**src/rtl/step_vel_ramp.sv**
```systemverilog
// Per-axis velocity slew limiter with reversal guard and command watchdog.
// Sits between the SPI host command registers and the step pulse generator.
module step_vel_ramp #(
   parameter int unsigned TICK_DIV      = 1000,
   parameter int unsigned TIMEOUT_TICKS = 100
) (
   input  logic        clk,
   input  logic        rst,
   input  logic        cmd_valid,
   input  logic [15:0] cmd_vel,
   input  logic [15:0] accel,
   input  logic        enable_in,
   output logic [15:0] vel_out,
   output logic        enable_out,
   output logic        at_target,
   output logic        timeout_flag
);

   localparam int unsigned CW = (TICK_DIV > 1) ? $clog2(TICK_DIV) : 1;
   localparam int unsigned WW = $clog2(TIMEOUT_TICKS + 1);

   localparam logic [1:0] S_IDLE = 2'd0;
   localparam logic [1:0] S_RUN  = 2'd1;
   localparam logic [1:0] S_STOP = 2'd2;

   logic [1:0]    state_q, state_d;
   logic [CW-1:0] cnt_q, cnt_d;
   logic [WW-1:0] wd_q, wd_d;
   logic [15:0]   vel_q, vel_d;
   logic [15:0]   target_q, target_d;
   logic          enable_q, enable_d;
   logic          at_tgt_q, at_tgt_d;
   logic          tflag_q, tflag_d;

   logic          tick_c;
   logic [16:0]   goal_c, cur_c, acc_c, diff_c, absd_c, nxt_c;
   logic [15:0]   step_c;

   assign tick_c = (cnt_q == CW'(TICK_DIV - 1));

   // One bounded step of V toward the goal, in 17-bit two's complement.
   always_comb begin
      goal_c = 17'd0;
      cur_c  = {vel_q[15], vel_q};
      acc_c  = {1'b0, accel};
      if (state_q == S_STOP) begin
         if (accel == 16'd0) acc_c = 17'd1;
      end else begin
         goal_c = {target_q[15], target_q};
      end
      diff_c = goal_c - cur_c;
      absd_c = diff_c[16] ? (17'd0 - diff_c) : diff_c;
      if (absd_c <= acc_c)  nxt_c = goal_c;
      else if (diff_c[16])  nxt_c = cur_c - acc_c;
      else                  nxt_c = cur_c + acc_c;
      // A reversal must pass through zero for one tick.
      if ((cur_c != 17'd0) && (nxt_c != 17'd0) && (nxt_c[16] != cur_c[16]))
         nxt_c = 17'd0;
      step_c = nxt_c[15:0];
   end

   // Next-state, watchdog and output logic.
   always_comb begin
      state_d  = state_q;
      cnt_d    = tick_c ? '0 : cnt_q + CW'(1);
      wd_d     = wd_q;
      vel_d    = vel_q;
      target_d = target_q;
      tflag_d  = tflag_q;
      at_tgt_d = (state_q == S_RUN) && (vel_q == target_q);

      if (cmd_valid) begin
         target_d = (cmd_vel == 16'h8000) ? 16'h8001 : cmd_vel;
         tflag_d  = 1'b0;
      end

      case (state_q)
         S_IDLE: begin
            vel_d = 16'd0;
            wd_d  = '0;
            if (enable_in) state_d = S_RUN;
         end
         S_RUN: begin
            if (tick_c) vel_d = step_c;
            if (cmd_valid) begin
               wd_d = '0;
            end else if (tick_c) begin
               if ((wd_q + WW'(1)) == WW'(TIMEOUT_TICKS)) begin
                  wd_d    = '0;
                  state_d = S_STOP;
                  tflag_d = 1'b1;
               end else begin
                  wd_d = wd_q + WW'(1);
               end
            end
            if (!enable_in) state_d = S_STOP;
         end
         S_STOP: begin
            wd_d = '0;
            if (tick_c) begin
               vel_d = step_c;
               if (step_c == 16'd0) state_d = S_IDLE;
            end
         end
         default: begin
            state_d = S_IDLE;
            vel_d   = 16'd0;
            wd_d    = '0;
         end
      endcase

      enable_d = (state_d != S_IDLE);
   end

   always_ff @(posedge clk or posedge rst) begin
      if (rst) begin
         state_q  <= S_IDLE;
         cnt_q    <= '0;
         wd_q     <= '0;
         vel_q    <= 16'd0;
         target_q <= 16'd0;
         enable_q <= 1'b0;
         at_tgt_q <= 1'b0;
         tflag_q  <= 1'b0;
      end else begin
         state_q  <= state_d;
         cnt_q    <= cnt_d;
         wd_q     <= wd_d;
         vel_q    <= vel_d;
         target_q <= target_d;
         enable_q <= enable_d;
         at_tgt_q <= at_tgt_d;
         tflag_q  <= tflag_d;
      end
   end

   assign vel_out      = vel_q;
   assign enable_out   = enable_q;
   assign at_target    = at_tgt_q;
   assign timeout_flag = tflag_q;

endmodule

```
**config.mk**
```make
export PLATFORM = sky130hd
export DESIGN_NAME = step_vel_ramp
export DESIGN_NICKNAME = d
export VERILOG_FILES = /design/src/rtl/step_vel_ramp.sv
export SDC_FILE = /design/constraint.sdc
export NUM_CORES = 1
export LEC_CHECK = 0
export BUFFER_PORTS_ARGS = -buffer_cell sky130_fd_sc_hd__clkbuf_2
export CAP_MARGIN = 20
export CORE_ASPECT_RATIO = 0.6
export CORE_MARGIN = 10
export CORE_UTILIZATION = 26
export CTS_BUF_LIST = sky130_fd_sc_hd__clkbuf_4
export DETAILED_ROUTE_END_ITERATION = 12
export HOLD_SLACK_MARGIN = 0.02
export PLACE_DENSITY_LB_ADDON = 0.1
export SYNTH_ARGS = -nofsm -noshare
export SYNTH_HDL_FRONTEND = slang
export SYNTH_SLANG_ARGS = --single-unit
```
**constraint.sdc**
```tcl
create_clock -name clk -period 8.1 [get_ports clk]
set_input_delay 1.215 -clock clk [delete_from_list [all_inputs] [get_ports clk]]
set_output_delay 1.215 -clock clk [all_outputs]
set_load 0.1 [all_outputs]
```
### Word level (Yosys, flattened, before mapping)

Cells that the tools add are included.

* $add $sub $neg: 6
* reduce and logical (&&, ||, !) cells: 10
* order comparisons: 1
* mux-type cells: 28
* eq/ne operators: 9

Operators with widths (count)
* $mux W16: 6
* $mux W17: 4
* $reduce_bool A17 Y1: 2
* $sub A17 B17 Y17: 2
* $logic_not A16 Y1: 2
* $mux W7: 4
* $add A17 B17 Y17: 1
* $le A17 B17 Y1: 1
* $sub A1 B17 Y17 const A: 1
* $eq A16 B16 Y1: 1
* $eq A16 B16 Y1 const B: 1
* $mux W2: 7
* $add A10 B1 Y10 const B: 1
* $eq A10 B10 Y1 const B: 1
* $mux W10: 1
* $add A7 B1 Y7 const B: 1
* $eq A7 B7 Y1 const B: 1
* $pmux W2 S3: 1
* $mux W1: 5
* $logic_and A1 B1 Y1: 3
* $ne A3 B3 Y1 const B: 1
* $eq A2 B1 Y1 const B: 1
* $eq A2 B2 Y1 const B: 1
* $logic_not A2 Y1: 1
* other kinds (4): 4

* flip-flop bits (word level): 54
* output and inout bits: 19
* logic and storage cells: 62
* input port bits: 36

### Logic depth before layout (Yosys ltp)

Gate-level depths: netlist (run 1).

* depth after elaboration: 16
* mapped depth: 30
* mapped depth without buffers: 26

### Worst setup path after synthesis (run 1)

OpenSTA, ideal clock, no wires.

* path kind: flip-flop to flip-flop
* start: register vel_q[6], in the netlist vel_out[6]
* end: register vel_q[1], in the netlist vel_out[1]
* period minus slack after synthesis: 6456 ps
* data arrival time: 6332 ps
* stages on the path, launching flop included: 25
* path buffers: 4
* setup slack: 1644 ps
* cells stage by stage: dfrtp_1 -> inv_1 -> ha_1 -> clkbuf_1 -> o31ai_1 -> a21oi_1 -> a211oi_1 -> nor2_1 -> o31ai_1 -> clkbuf_1 -> nor2_1 -> xnor2_1 -> ha_1 -> a21o_1 -> a41oi_1 -> a21oi_1 -> or3_1 -> xnor2_1 -> and2_1 -> and4_1 -> nor3b_1 -> or4b_1 -> buf_2 -> buf_6 -> a32o_1

* longest elaborated chain between the ends: 11

RTL lines
* start: declaration: RTL line 29 `logic [15:0] vel_q, vel_d;`
* start signal: assignment: RTL line 129 `vel_q <= vel_d;`
* $sub A17 B17 Y17: RTL line 51 `diff_c = goal_c - cur_c;`
* $sub A1 B17 Y17: RTL line 52 `absd_c = diff_c[16] ? (17'd0 - diff_c) : diff_c;`
* $mux W17: RTL line 52
* $le A17 B17 Y1: RTL line 53 `if (absd_c <= acc_c) nxt_c = goal_c;`
* $mux W17: RTL line 53
* $reduce_bool A17 Y1: RTL line 57 `if ((cur_c != 17'd0) && (nxt_c != 17'd0) && (nxt_c[16] != cur_c[16]))`
* $logic_and A1 B1 Y1 (2 in series): RTL line 57
* $mux W16 *: RTL line 57
* $mux W16 *: RTL line 84, 100
* $mux W16 *

Mark *: on every way between the ends. The rest lies on a longest branch, timed or not. The select of a mux whose other input is x is not followed.
A chain may end at the register's enable or synchronous reset.

### Final worst setup path (run 1)

* start: input accel[4]
* end: register vel_q[6], in the netlist vel_out[6]

* longest elaborated chain between the ends: 12

RTL lines
* start: declaration: RTL line 11 `input logic [15:0] accel,`
* $logic_not A16 Y1: RTL line 47 `if (accel == 16'd0) acc_c = 17'd1;`
* $mux W16: RTL line 47
* $mux W16 *: RTL line 46 `if (state_q == S_STOP) begin`
* $add A17 B17 Y17 or $sub A17 B17 Y17 (tied branches): RTL line 55, 54
* $mux W17: RTL line 54 `else if (diff_c[16]) nxt_c = cur_c - acc_c;`
* $mux W17 *: RTL line 53
* $reduce_bool A17 Y1: RTL line 57
* $logic_and A1 B1 Y1 (2 in series): RTL line 57
* $mux W16 *: RTL line 57
* $mux W16 *: RTL line 84, 100
* $mux W16 *

Marks and branches as above.

==> impl_metrics.yaml, run 1 <==
timing:
  skew_ns: 0.0155
  setup_tns_ns: 0
  slew_viol_final: 0
  rsz0062_at_grt: "false"
  tightest_slew_ns: 1.08
  fmax_mhz: 134
  min_period_ns: 7.46
  maxSlewHeadroom: 0.275
  period_share: 0.921
  hold_viol_final: 0
  setup_viol: 0
setup_path:
  crit_slowest_cell: "or4b_1"
  startpoint_type: "input port"
  crit_path_end: "vel_out[6]"
  startpoint: "accel[4]"
  crit_required_ns: 8.40
  arrival_ns: 7.75
  worst-setup-path-type: "in -> reg"
  rr_startpoint: "state_q[0]"
  cp_cell_sequence: "clkbuf_2 > nor3_1 > nand2_1 > nor4_1 > nand4_1 > nand2b_1 > inv_1 > ha_1 > and3_1 > a31oi_1 > xnor2_1 > ha_1 > a21oi_1 > o21ai_0 > o21a_1 > or3_1 > xnor2_1 > and2_1 > and4_1 > nor3b_1 > or4b_1 > a32o_1"
  crit_family: "simple AND/OR/NAND/NOR gates"
  crit_buf_inv: 2
  max_stage_delay_ns: 0.85
  timing.reg2reg.setup_slack_ns: 0.84
  crit_fanout: 15
  r2r_end: "vel_out[6]"
  cp_num_cells: 22
  crit_path_end_kind: "flop"
  reg2reg_depth: 24
cts:
  clk_latency_ns: 0.40
  cts-buffers-inserted: 5
  clock_path_buffers: 2
  cts.hold.buffers_added: 0
  clock_sinks: 54
  cts_max_level: 2
  cts_setup_buffers: 0
  cts_root_buf: "clkbuf_4"
  clk_pin_slew_worst_paths_ns: 0.17
  cts_tree: "yes"
  postCtsResizedCells: 0
finish:
  final_common_cell: "nand2_1"
  antenna_cells: 0
  fillers: 2413
  final_layout_size_suffix_gt1_frac: 0.126
  fin_cells: 1070
  area_growth_pct: 10.7
  nNetsFinal: 856
  layout_common_cells: "60 x nand2_1, 56 x ha_1, 54 x dfrtp_1, 54 x clkbuf_2"
placement:
  dp_hpwl_um: 18000
  gp_congestion: 0.959
  portBuffers: 54
  dp.cells: 1063
logic_synthesis:
  synth_cells: 722
  synthSimpleGateAreaFrac: 0.214
  synth_warnings: 0
  syn_area_per_cell_um2: 8.26
  syn-num-nets: 816
  synth_xor_area_frac: 0.106
  ys_ff_latch: 54
  synth_compound_area_frac: 0.233
  seq_area_frac_synth: 0.227
  synth_cell_types: 70
  synthMuxAreaShare: 0.0476
  synthAdderAreaFrac: 0.124
  async_reset_ff_frac: 1.00
  synth_top_family_by_area: "compound AO/OA/AOI/OAI gates"
  synth_flop_cell: "dfrtp_1"
  synth_area_um2: 5960
  synth-edff-count: 0
floorplan:
  num_rows: 42
  die-area_um2: 29600
  die_w_um: 215
  die_h_um: 137
  initial_core_util: 0.268
  coreArea_um2: 22300
  io_pins: 55
pwr:
  power.internal_w: 0.000799
  peakVddDrop_v: 0.0000824
  p_per_area_nw_per_um2: 255
  p_leak_nw: 2.82
  p_switching_w: 0.000882
  p_seq_frac: 0.179
  netSwitchingFraction: 0.525
  combPwrFrac: 0.745
  clock_power_share: 0.076
drt:
  wire_per_inst_um: 20.2
  drt_iter0_markers: 428
  firstDrtPassIters: 5
  drtAntennaViolNets: 0
  via_per_inst: 5.29
  vias: 5664
  drc: 0
  wl_um: 21600
global_route:
  gr-total-overflow: 0
  first_global_vias: 5602
  antenna_found_initial: 0
  grt_max_degree: 33
  grt_pass1_wl_um: 34000
  track_usage: 0.145
job:
  cap_violations: 0
hold_path:
  hold_class: "reg -> reg"
status:
  status: "completed"
[sequential cells by signal, summed over array words and instances, names as in the netlist]
signal	count
enable_out	1
vel_out	16
at_target	1
cnt_q	10
wd_q	7
timeout_flag	1
state_q	2
target_q	16
[kinds of logic after synthesis]
kind of cell / Yosys count
simple gates: 241
compound gates: 195
buf+inv: 76
xor+xnor: 72
fa+ha+maj: 58
flops: 54
mux: 26
[final cells by class]
cell class	instances	area [um^2]	area share
clock buffers	6	45.0	0.00682
well taps	308	385	0.0584
clock inverters	1	7.51	0.00114
inverters	51	191	0.0290
repair buffers	58	300	0.0455
multi-input cells	592	4320	0.655
flip-flops and latches	54	1350	0.205
[worst min-delay path by stage]
stage,start,end,cells after the start
final,cnt_q[4],cnt_q[4],1
after global routing,wd_q[6],wd_q[6],1
after CTS,cnt_q[4],cnt_q[4],1
after detailed placement,cnt_q[4],cnt_q[4],1
after global placement,cnt_q[4],cnt_q[4],1
after floorplan,wd_q[6],wd_q[6],1
[per-stage QoR]
stage,power [W],hold slack [ns],setup WS (ns),util,cell area [um^2]
global route,0.00184,0.528,0.349,0.296,6600
CTS,0.00168,0.497,0.827,0.296,6600
global placement,0.00153,0.472,0.392,0.294,6550
detailed placement,0.00154,0.476,0.395,0.294,6550
floorplan,0.00122,0.439,1.64,-,5960
finish,0.00168,0.502,0.644,0.296,6600
[layer usage]
layer	share of wire	wire length, um	global-route usage	up-vias
li1	-	-	-	2725
met1	0.57	12400	0.235	2748
met2	0.36	7840	0.191	183
met3	0.060	1290	0.0296	8
met4	0.0054	116	0.0136	0
met5	0	0	0	-
[power groups by stage]
stage	combinational [W]	sequential, W	clock [W]
2_1_floorplan	0.000905	0.000318	0
3_3_place_gp	0.00123	0.000306	0
3_5_place_dp	0.00123	0.000307	0
4_1_cts	0.00124	0.000301	0.000134
5_1_grt	0.00139	0.000303	0.000146
6_report	0.00125	0.000302	0.000127
[cell usage after synthesis, types with 3 or more instances]
cell type	n	share of area
o211ai_1	8	0.010
nor4_1	14	0.015
nand4_1	10	0.010
clkbuf_1	21	0.013
xnor2_1	50	0.073
mux2_2	19	0.036
a211o_1	3	0.0044
ha_1	56	0.12
nand2_1	60	0.038
dfrtp_1	54	0.23
o22ai_1	3	0.0031
nand2b_1	16	0.017
a21o_1	10	0.013
nor3_1	11	0.0092
and2_1	13	0.014
o31ai_1	8	0.010
and3_1	10	0.010
nor3b_1	4	0.0050
o21ai_0	37	0.031
or3_1	4	0.0042
and4_1	6	0.0088
o31a_1	4	0.0059
inv_1	51	0.032
mux2i_1	7	0.012
o21a_1	8	0.010
a21oi_1	46	0.039
a41oi_1	7	0.010
a32o_1	15	0.025
nor2_1	40	0.025
xor2_1	22	0.032
a211oi_1	10	0.013
a2111oi_0	3	0.0044
nand3_1	20	0.017
a31oi_1	8	0.0084
nor2b_1	18	0.019
Note: power is estimated with default switching activity, not from simulation.
==> inputs of run 2 (changes only) <==
Settings changed: CAP_MARGIN 20 to 0, CORE_UTILIZATION 26 to 49.
==> run 2 against run 1 <==
Clock-buffer cell count down 1. Via count up 3.6%. Sequential share of layout area increased by 0.51 points. Register-to-register slack got worse by 0.08 ns. Sequential power down 1%. Wire length down 14%. Critical path depth stayed put. Hold slack got worse by 0.0075 ns. Maximum frequency up 1.3%. Non-clock buffer count down 1. Die area down 42%.
==> impl_metrics.yaml, run 2 (synthesized netlist as in run 1, its figures left out) <==
floorplan:
  coreArea_um2: 12000
  die_h_um: 105
  io_pins: 55
  die_w_um: 162
  initial_core_util: 0.497
  num_rows: 31
  die-area_um2: 17100
drt:
  drt-met1-wl_um: 8940
  via_per_inst: 6.33
  drt_iter0_markers: 599
  wire_per_inst_um: 20.1
  wl_um: 18700
  drc: 0
  highest_layer: "met4"
  wl_met2_um: 7310
  wl_met3_um: 2280
  firstDrtPassIters: 7
  vias: 5866
  drtAntennaViolNets: 0
setup_path:
  worst-setup-path-type: "in -> reg"
  crit_path_end_kind: "flop"
  crit_required_ns: 8.41
  arrival_ns: 7.67
  crit_fanout: 15
  rr_startpoint: "state_q[0]"
  startpoint_type: "input port"
  startpoint: "accel[4]"
finish:
  nNetsFinal: 855
  fin_cells: 927
  final_layout_size_suffix_gt1_frac: 0.126
  seq_area_um2: 1350
  area_growth_pct: 8.04
  multiInputGateArea_um2: 4320
  final_common_cell: "nand2_1"
  fillers: 1155
  layout_common_cells: "60 x nand2_1, 56 x ha_1, 54 x dfrtp_1, 54 x clkbuf_2"
  antenna_cells: 0
  finish.utilization: 0.537
global_route:
  antenna_found_initial: 0
  gr-total-overflow: 0
  track_usage: 0.213
  grt_pass1_wl_um: 29600
  grt_max_degree: 55
  first_global_vias: 5475
pwr:
  p_seq_frac: 0.178
  p_per_area_nw_per_um2: 260
  peakVddDrop_v: 0.000147
  combPwrFrac: 0.728
  clock_power_share: 0.094
  netSwitchingFraction: 0.508
  power.internal_w: 0.000825
  p_switching_w: 0.000851
  p_leak_nw: 2.84
hold_path:
  hold_class: "reg -> reg"
  hold_start: "wd_q[6]"
placement:
  dp_slack_ns: 0.488
  portBuffers: 54
  gp_congestion: 0.971
  dp_hpwl_um: 15200
  dp.cells: 919
timing:
  setup_tns_ns: 0
  setup_viol: 0
  maxSlewHeadroom: 0.103
  hold_viol_final: 0
  min_period_ns: 7.36
  finalWorstSetupSlack_ns: 0.742
  rsz0062_at_grt: "false"
  tightest_slew_ns: 1.33
  skew_ns: 0.0116
  period_share: 0.908
  fmax_mhz: 136
  slew_viol_final: 0
  hold-worst-slack_ns: 0.494
cts:
  cts_max_level: 2
  clk_pin_slew_worst_paths_ns: 0.16
  cts.hold.buffers_added: 0
  cts_tree: "yes"
  cts_root_buf: "clkbuf_4"
  cts-buffers-inserted: 5
  cts_setup_buffers: 0
  clock_sinks: 54
  clk_latency_ns: 0.40
  clock_path_buffers: 2
  postCtsResizedCells: 0
status:
  status: "completed"
job:
  cap_violations: 0
==> run 2: cell count changes in the layout (fill, tap and decap cells not counted) <==
cell,change
buf_4,-1
bufinv_16,+1
clkbuf_4,-1
clkinv_2,+2
clkinvlp_4,-1
==> run 2: final cells by class <==
type,count,share of cell area
Tap cell,165,0.0321
Clock buffer,5,0.00583
Multi-Input combinational cell,592,0.671
Clock inverter,3,0.00622
Timing Repair Buffer,57,0.0455
Sequential cell,54,0.210
Inverter,51,0.0297
==> run 2: worst max-delay path, stage by stage <==
cell and delay, ns:
clkbuf_2 0.12, nor3_1 0.36, nand2_1 0.14, nor4_1 0.71, nand4_1 0.53, nand2b_1 0.29
inv_1 0.07, ha_1 0.21, and3_1 0.32, a31oi_1 0.25, xnor2_1 0.14, ha_1 0.31
a21oi_1 0.35, o21ai_0 0.21, o21a_1 0.23, or3_1 0.37, xnor2_1 0.15, and2_1 0.14
and4_1 0.19, nor3b_1 0.13, or4b_1 0.83, a32o_1 0.37
==> run 2: power by group through the flow <==
stage          clock, W  sequential, W  combinational [W]
3_3_place_gp          0       0.000303            0.00117
3_5_place_dp          0       0.000303            0.00118
2_1_floorplan         0       0.000318           0.000905
4_1_cts        0.000159       0.000298            0.00119
6_report       0.000157       0.000298            0.00122
5_1_grt        0.000173       0.000301            0.00135
==> run 2: final timing paths <==
path / endpoint / slack (ns) / cells past startpoint
max: vel_out[1] / 0.74 / 22
min: wd_q[6] / 0.49 / 1
max reg2reg: vel_out[1] / 0.76 / 24
min reg2reg: wd_q[6] / 0.49 / 1
max in group asynchronous: wd_q[4] / 6.36 / 2
min in group asynchronous: cnt_q[7] / 1.05 / 2
==> run 2: routing by layer <==
layer,up-vias,GRT usage
met1,2861,0.315
met3,16,0.0800
met2,265,0.287
met4,0,0.0336
met5,-,0
li1,2724,-
==> run 2: metrics by stage <==
step                total power (W)  cell area [um^2]
detailed placement          0.00149              6360
finish                      0.00168              6440
CTS                         0.00165              6440
floorplan                   0.00122              5960
global route                0.00182              6440
global placement            0.00147              6360
